**src/rtl/hangman_game_reg.sv**
```systemverilog
// hangman_game_reg: word/guess tracking, win/loss detection, LED and LCD row generation for the hangman host.
module hangman_game_reg #(
    parameter int WORD_LEN     = 5,
    parameter int MAX_MISTAKES = 6,
    parameter int ROW_CHARS    = 16
) (
    input  logic                              clk,
    input  logic                              nRst,
    input  logic [8*WORD_LEN-1:0]             setWord,
    input  logic                              toggle_state,
    input  logic [7:0]                        msg,
    input  logic                              ready,
    input  logic                              gameEnd_host,
    output logic                              green,
    output logic                              red,
    output logic                              blue,
    output logic                              err_LED,
    output logic [$clog2(MAX_MISTAKES+1)-1:0] mistakes,
    output logic                              win,
    output logic                              loss,
    output logic [8*ROW_CHARS-1:0]            host_row1,
    output logic [8*ROW_CHARS-1:0]            host_row2
);
    localparam int MW = $clog2(MAX_MISTAKES+1);
    typedef enum logic [2:0] {IDLE, PLAY, CHECK, WIN, LOSS} state_t;
    state_t                state;
    logic [8*WORD_LEN-1:0] word;
    logic [WORD_LEN-1:0]   mask, hit, new_mask;
    logic [25:0]           guessed, gbit;
    logic [7:0]            guess, off;
    logic                  ready_q, valid, dup, miss;
    logic [MW-1:0]         new_mis;

    always_comb begin
        for (int i = 0; i < WORD_LEN; i++) hit[i] = word[8*(WORD_LEN-1-i) +: 8] == guess;
        off      = guess - 8'h41;
        valid    = guess >= 8'h41 && guess <= 8'h5A;
        gbit     = 26'd1 << off[4:0];
        dup      = |(guessed & gbit);
        miss     = valid && !dup && hit == '0;
        new_mask = valid && !dup ? mask | hit : mask;
        new_mis  = miss && mistakes != MW'(MAX_MISTAKES) ? mistakes + MW'(1) : mistakes;
    end

    always_ff @(posedge clk) begin
        if (!nRst) begin
            state    <= IDLE;
            word     <= '0;
            mask     <= '0;
            guessed  <= '0;
            mistakes <= '0;
            guess    <= '0;
            ready_q  <= 1'b0;
            {green, red, blue, err_LED} <= '0;
        end else begin
            ready_q <= ready;
            if (toggle_state) begin
                word     <= setWord;
                mask     <= '0;
                guessed  <= '0;
                mistakes <= '0;
                {green, red, blue, err_LED} <= '0;
                state    <= PLAY;
            end else begin
                case (state)
                    PLAY: if (ready && !ready_q) begin
                        guess <= msg;
                        state <= CHECK;
                    end
                    CHECK: begin
                        green    <= valid && !dup && !miss;
                        red      <= miss;
                        blue     <= valid && dup;
                        err_LED  <= !valid;
                        mask     <= new_mask;
                        mistakes <= new_mis;
                        if (valid && !dup) guessed <= guessed | gbit;
                        state    <= &new_mask ? WIN : new_mis == MW'(MAX_MISTAKES) ? LOSS : PLAY;
                    end
                    WIN, LOSS: if (gameEnd_host) begin
                        state <= IDLE;
                        {green, red, blue, err_LED} <= '0;
                    end
                    default: ;
                endcase
            end
        end
    end

    assign win  = state == WIN;
    assign loss = state == LOSS;

    always_comb begin
        host_row1 = {ROW_CHARS{8'h20}};
        host_row2 = {ROW_CHARS{8'h20}};
        if (state != IDLE)
            for (int i = 0; i < WORD_LEN; i++)
                host_row1[8*(ROW_CHARS-1-i) +: 8] = state == LOSS || mask[i] ? word[8*(WORD_LEN-1-i) +: 8] : 8'h5F;
        if (state == PLAY || state == CHECK)
            host_row2[8*ROW_CHARS-1 -: 64] = {"MISS ", 8'(mistakes) + 8'h30, "/", 8'(MAX_MISTAKES + 48)};
        else if (state == WIN)
            host_row2[8*ROW_CHARS-1 -: 56] = "YOU WIN";
        else if (state == LOSS)
            host_row2[8*ROW_CHARS-1 -: 64] = "YOU LOSE";
    end
endmodule

```
**config.mk**
```make
export PLATFORM = sky130hd
export DESIGN_NAME = hangman_game_reg
export DESIGN_NICKNAME = d
export VERILOG_FILES = /design/src/rtl/hangman_game_reg.sv
export SDC_FILE = /design/constraint.sdc
export NUM_CORES = 1
export LEC_CHECK = 0
export ABC_AREA = 0
export BUFFER_PORTS_ARGS = -buffer_cell sky130_fd_sc_hd__buf_2
export CAP_MARGIN = 0
export CORE_ASPECT_RATIO = 1.25
export CORE_MARGIN = 4
export CORE_UTILIZATION = 30
export DETAILED_ROUTE_END_ITERATION = 7
export PLACE_DENSITY = 0.61
export SLEW_MARGIN = 10
export SYNTH_ARGS = -nofsm -noshare
export SYNTH_HDL_FRONTEND = slang
export SYNTH_SLANG_ARGS = --single-unit
export TNS_END_PERCENT = 30
```
**constraint.sdc**
```tcl
create_clock -name clk -period 3.75 [get_ports clk]
set_input_delay 0.5625 -clock clk [delete_from_list [all_inputs] [get_ports clk]]
set_output_delay 0.5625 -clock clk [all_outputs]
set_load 0.005 [all_outputs]
```
# Yosys cells after proc, flatten, opt, wreduce, memory -nomap -nowiden
# Index checks and enable logic that the tools add are counted.
[word_totals] in_bits=53 reg_bits=90 elab_cells=92 output_inout_bits=265
[op_classes] bitwise_logic=5 order_cmp=2 mux=23 n_reduce_logical=31 n_addsub=3 n_shift=1 eq_ne=15
[op_table] op="$mux 64" n=1
[op_table] op="$mux 63" n=1
[op_table] op="$mux 56" n=1
[op_table] op="$mux 8" n=6
[op_table] op="$eq 8x8->1" n=5
[op_table] op="$mux 40" n=1
[op_table] op="$and 26x26->26" n=1
[op_table] op="$or 26x26->26" n=1
[op_table] op="$reduce_or 26->1" n=1
[op_table] op="$shl 1x5->26 const A" n=1
[op_table] op="$mux 3" n=5
[op_table] op="$ne 3x3->1 const B" n=3
[op_table] op="$pmux 3 s3" n=1
[op_table] op="$reduce_and 3->1" n=3
[op_table] op="$ge 8x7->1 const B" n=1
[op_table] op="$le 8x7->1 const B" n=1
[op_table] op="$pmux 1 s2" n=4
[op_table] op="$add 3x6->7 const B" n=1
[op_table] op="$logic_and 1x1->1" n=7
[op_table] op="$eq 3x2->1 const B" n=2
[op_table] op="$eq 3x3->1 const B" n=2
[op_table] op="$logic_or 1x1->1" n=6
[op_table] op="$reduce_bool 3->1" n=2
[op_table] op="$logic_not 5->1" n=1
[op_table] op="14 further kinds" n=22

# Logic depth before layout (Yosys ltp)
[logic_depth] ltp_word=14 mapped_depth=11 mapped_depth_nobuf=8

# Worst setup path before layout
# No wires, ideal clock.
[synth_path] path_type="reg2reg" startpoint="register guess[4]" endpoint="register state[0]" required_ns=3.628 n_path_buf=2 arrival_time_ns=2.287 setup_time_ns=0.122 period_less_slack_ns=2.409 stages_incl_launch_ff=11 setup_slack_ns=1.341 path_cell_list="dfxtp_1 buf_2 buf_2 xor2_1 nor4_1 nand2_1 nand4_1 a21oi_1 a311oi_1 a31oi_1 o311a_1"
[synth_via] elab_chain_len=14 elab_cells_between_ends=26 cone_classes="1 x add/sub; 2 x order compare; 6 x eq/ne; 1 x shift; 6 x mux; 2 x bitwise; 8 x reduce/logical"
[synth_lines] element="start, declared" line="30" rtl="logic [7:0] guess, off;"
[synth_lines] element="start signal, assigned" line="67" rtl="guess <= msg;"
[synth_lines] element="$sub 5x1->5" line="36" rtl="off = guess - 8'h41;"
[synth_lines] element="$shl 1x5->26" line="38" rtl="gbit = 26'd1 << off[4:0];"
[synth_lines] element="$and 26x26->26" line="39" rtl="dup = |(guessed & gbit);"
[synth_lines] element="$reduce_or 26->1" line="39"
[synth_lines] element="$logic_not 1->1" line="40, 41"
[synth_lines] element="$logic_and 1x1->1" line="40, 41"
[synth_lines] element="$logic_and 1x1->1" line="40" rtl="miss = valid && !dup && hit == '0;"
[synth_lines] element="$logic_and 1x1->1" line="42" rtl="new_mis = miss && mistakes != MW'(MAX_MISTAKES) ? mistakes + MW'(1) : mistakes;"
[synth_lines] element="$mux 3" line="42"
[synth_lines] element="$eq 3x3->1" line="78" rtl="state <= &new_mask ? WIN : new_mis == MW'(MAX_MISTAKES) ? LOSS : PLAY;"
[synth_lines] element="$mux 3" line="78"
[synth_lines] element="$mux 3 *" line="78"
[synth_lines] element="$pmux 3 s3 *" line="65" rtl="case (state)"
[synth_lines] element="$mux 1 *" line="57" rtl="if (toggle_state) begin"
[synth_lines] element="end signal, assigned" line="78"
[synth_lines] element="end, declared" line="26" rtl="state_t state;"
# Every way passes the cells marked *; elsewhere a longest branch is shown, timed or not.
# A chain may end at the register's enable or synchronous reset.

# Final worst setup path
[layout_path] startpoint="register guess[1]" endpoint="register guessed[11]"
[layout_via] elab_chain_len=7 elab_cells_between_ends=11 cone_classes="1 x add/sub; 2 x order compare; 1 x shift; 2 x bitwise; 5 x reduce/logical"
[layout_lines] element="$sub 5x1->5" line="36"
[layout_lines] element="$shl 1x5->26" line="38"
[layout_lines] element="$and 26x26->26" line="39"
[layout_lines] element="$reduce_or 26->1" line="39"
[layout_lines] element="$logic_not 1->1" line="77" rtl="if (valid && !dup) guessed <= guessed | gbit;"
[layout_lines] element="$logic_and 1x1->1" line="77"
[layout_lines] element="$reduce_and 2->1 (no source line)"
[layout_lines] element="end signal, assigned" line="77"
[layout_lines] element="end, declared" line="29" rtl="logic [25:0] guessed, gbit;"
# Parallel ways exist; a longest one is shown, timed or not.

==> flow_metrics.py <==
metrics = {
    "outcome": {
        "status": "finished clean",
    },
    "worst_setup_path": {
        "path_buf_inv": 1,
        "critPathCaptureType": "register",
        "cp_top_family": "simple AND/OR/NAND/NOR gates",
        "worst-path-max-fanout": 15,
        "slowest_stage": "or3_1",
        "worstRegToRegCells": 9,
        "timing.critical_path.depth": 9,
        "arrival_ns": 3.32,
        "startpoint_type": "register",
        "worstSetupPathType": "reg -> reg",
        "cp_slowest_stage_delay_ns": 0.64,
        "worstPathCellList": "buf_4, and2_1, o211ai_1, and4_1, nand4_4, or3_1, nor3_2, a21oi_1, nor2_1",
        "required_ns": 4.03,
    },
    "pwr": {
        "p_leak_nw": 3.338,
        "vdd_ir_drop_max_v": 0.0002379,
        "powerDensity_nw_per_um2": 352.5,
    },
    "timing": {
        "rsz0062_at_grt": "false",
        "finalSetupViolCount": 0,
        "timing.final.crit_share_pct": 81.19,
        "skew_ns": 0.007068,
        "hold_viol_final": 0,
        "fin_crit_ns": 3.045,
        "fin_setup_tns_ns": 0,
        "maxSlewViolCount": 0,
        "slew_headroom_pct": 48.92,
        "max_freq_mhz": 328.4,
        "worstMarginPinSlew_ns": 0.7652,
    },
    "global_route": {
        "grt_pass1_vias": 4303,
        "grt-ovfl-total": 0,
        "grt_pass1_wl_um": 22840,
        "grt_max_degree": 52,
        "antenna_found_initial": 2,
        "grt.total_usage_pct": 12.36,
    },
    "detailed_routing": {
        "drc": 0,
        "drt_first_pass_iters": 4,
        "wl_um": 15230,
        "post_drt_wl_per_cell_um": 13.59,
        "drtIter0Drc": 211,
        "viasPerCell": 4.144,
        "ant_nets": 0,
        "vias": 4645,
    },
    "clocking": {
        "cts_tree": "done",
        "clkTransAtPathRegs_ns": 0.07,
        "insertion_delay_ns": 0.34,
        "clock_sinks": 90,
        "cts_setup_buffers": 0,
        "post_cts_resized": 0,
        "h-tree-depth": 3,
        "root_buffer": "clkbuf_16",
        "numCtsBuffers": 9,
        "clk_path_buf_depth": 2,
        "hold_buffers": 0,
    },
    "min_path": {
        "hold_path.class": "in -> reg",
        "holdPathStages": 2,
    },
    "placed_design": {
        "port-buffer-count": 151,
        "hpwlAfterDp_um": 11930,
        "place_inst": 1104,
        "place_congestion": 0.8754,
    },
    "floorplan": {
        "initial_utilization_pct": 30.47,
        "die_h_um": 170.3,
        "core_area_um2": 20740,
        "die_area_um2": 23470,
        "pin_count": 318,
        "rows": 59,
        "fp.dieW_um": 137.8,
    },
    "synth": {
        "yosysSeqAreaShare_pct": 28.51,
        "syn_area_per_cell_um2": 8.529,
        "netlist.area_leader.share_pct": 28.51,
        "netlist-cell-type-count": 57,
        "synth_area_leaders": "dfxtp_1, buf_4, mux2i_1, xor2_1, nor2b_1",
        "synth_cells": 741,
        "synth_ff_type": "dfxtp_1",
        "synth-seq-cells": 90,
        "synth_top_cell_by_area": "dfxtp_1",
        "yosysWarnings": 0,
        "synth_edf_count": 0,
        "synthArstFlopShare_pct": 0,
        "synth_area_um2": 6320,
    },
    "layout": {
        "drive_above_1_share_pct": 23.76,
        "area_delta_synth_final_pct": 7.107,
        "post_layout_nonfiller_instances": 1121,
        "fillers": 2169,
        "finalNetCount": 896,
    },
    "job": {
        "cap_violations": 0,
    },
}
path summary, 6_finish.rpt:
path | start | to | slack, ns
setup / recovery | guess[1] | guessed[11] | 0.71
hold reg to reg | blue | blue | 0.47
setup reg to reg | guess[1] | guessed[11] | 0.71
hold / removal | ready | ready_q | 0.43
registers in the layout, indices dropped and copies added, names as in the netlist:
signal	cells
mask	5
word	40
state	3
red	1
guessed	26
blue	1
err_LED	1
mistakes	3
ready_q	1
green	1
guess	8
synthesized netlist by cell type, types with 3 or more instances:
master / number
nand2b_1: 4
nor3b_1: 3
buf_4: 203
o21a_1: 30
dfxtp_1: 90
a21oi_1: 35
clkbuf_1: 23
buf_6: 3
nor2b_1: 50
buf_2: 8
nor2_1: 60
nor4_1: 10
a31oi_1: 6
nor4_4: 4
xor2_1: 40
or3_1: 3
nand2_1: 33
nand3_1: 6
inv_1: 9
mux2i_1: 54
nor3_1: 8
buf_1: 4
o21ai_0: 7
a22oi_1: 3
nor3_2: 4
where the power goes:
group / leakage, nW / switching, mW / internal [mW] / total [mW]
Sequential: 0.734 / 0.0394 / 0.986 / 1.02
Combinational: 2.45 / 0.219 / 0.173 / 0.392
Clock: 0.151 / 0.387 / 0.582 / 0.969
layout by cell type, fill, tap and decap left out, drive strengths merged, types with 3 or more instances in the layout:
master    n
conb    166
nand2    33
nor4     14
buf     166
a31oi     6
nor2     60
clkbuf    9
o21a     30
nor3     12
or3       3
a21oi    35
nor3b     3
a22oi     3
mux2i    54
clkinv    4
inv       9
dfxtp    90
xor2     40
o21ai     8
nand3     6
nand2b    4
nor2b    51
layout make-up:
type                    count  area [um^2]  share of cell area [%]
flip-flops and latches     90         1802                   26.62
well taps                 274        342.8                   5.065
clock buffers               9        225.2                   3.327
multi-input cells         564         3397                   50.18
diodes                      1        2.502                 0.03697
clock inverters             7        93.84                   1.386
inverters                  10        37.54                  0.5545
repair buffers            166        868.3                   12.83
cell families after synthesis:
logic type	after synthesis	synth area share (%)
buffers and inverters	251	27.48
and+or+nand+nor	199	17.58
AOI/OAI and AO/OA	97	10.47
DFF	90	28.51
muxes	58	9.622
xor gates and xnor gates	42	5.821
adders and majority gates	2	0.3959
other	2	0.1188
stage by stage:
step | utilization, % | instance area, um^2 | power (mW) | setup WS (ns) | hold WS (ns)
floorplan | - | 6935 | 1.438 | 1.341 | 0.4313
global placement | 31.08 | 6447 | 1.436 | 0.7869 | 0.4438
global route | 32.62 | 6766 | 2.503 | 0.4832 | 0.4333
finish | 32.63 | 6769 | 2.386 | 0.7052 | 0.4321
detailed placement | 31.08 | 6447 | 1.438 | 0.7239 | 0.4575
CTS | 32.62 | 6766 | 2.409 | 0.7051 | 0.4168
worst reg2reg max path, cell delays in order, from the launching register on:
cell and delay, ns:
dfxtp_1 0.54, buf_4 0.30, and2_1 0.28, o211ai_1 0.21
and4_1 0.30, nand4_4 0.16, or3_1 0.65, nor3_2 0.32
a21oi_1 0.12, nor2_1 0.10
per-layer routing:
layer	up-vias	track usage (%)	part of all wire [%]
li1	2290	-	-
met1	2091	14.66	40
met2	241	21.16	49
met3	21	3.400	9.7
met4	2	4.641	2.0
met5	-	0	0.085
(Power assumes the default switching activity.)
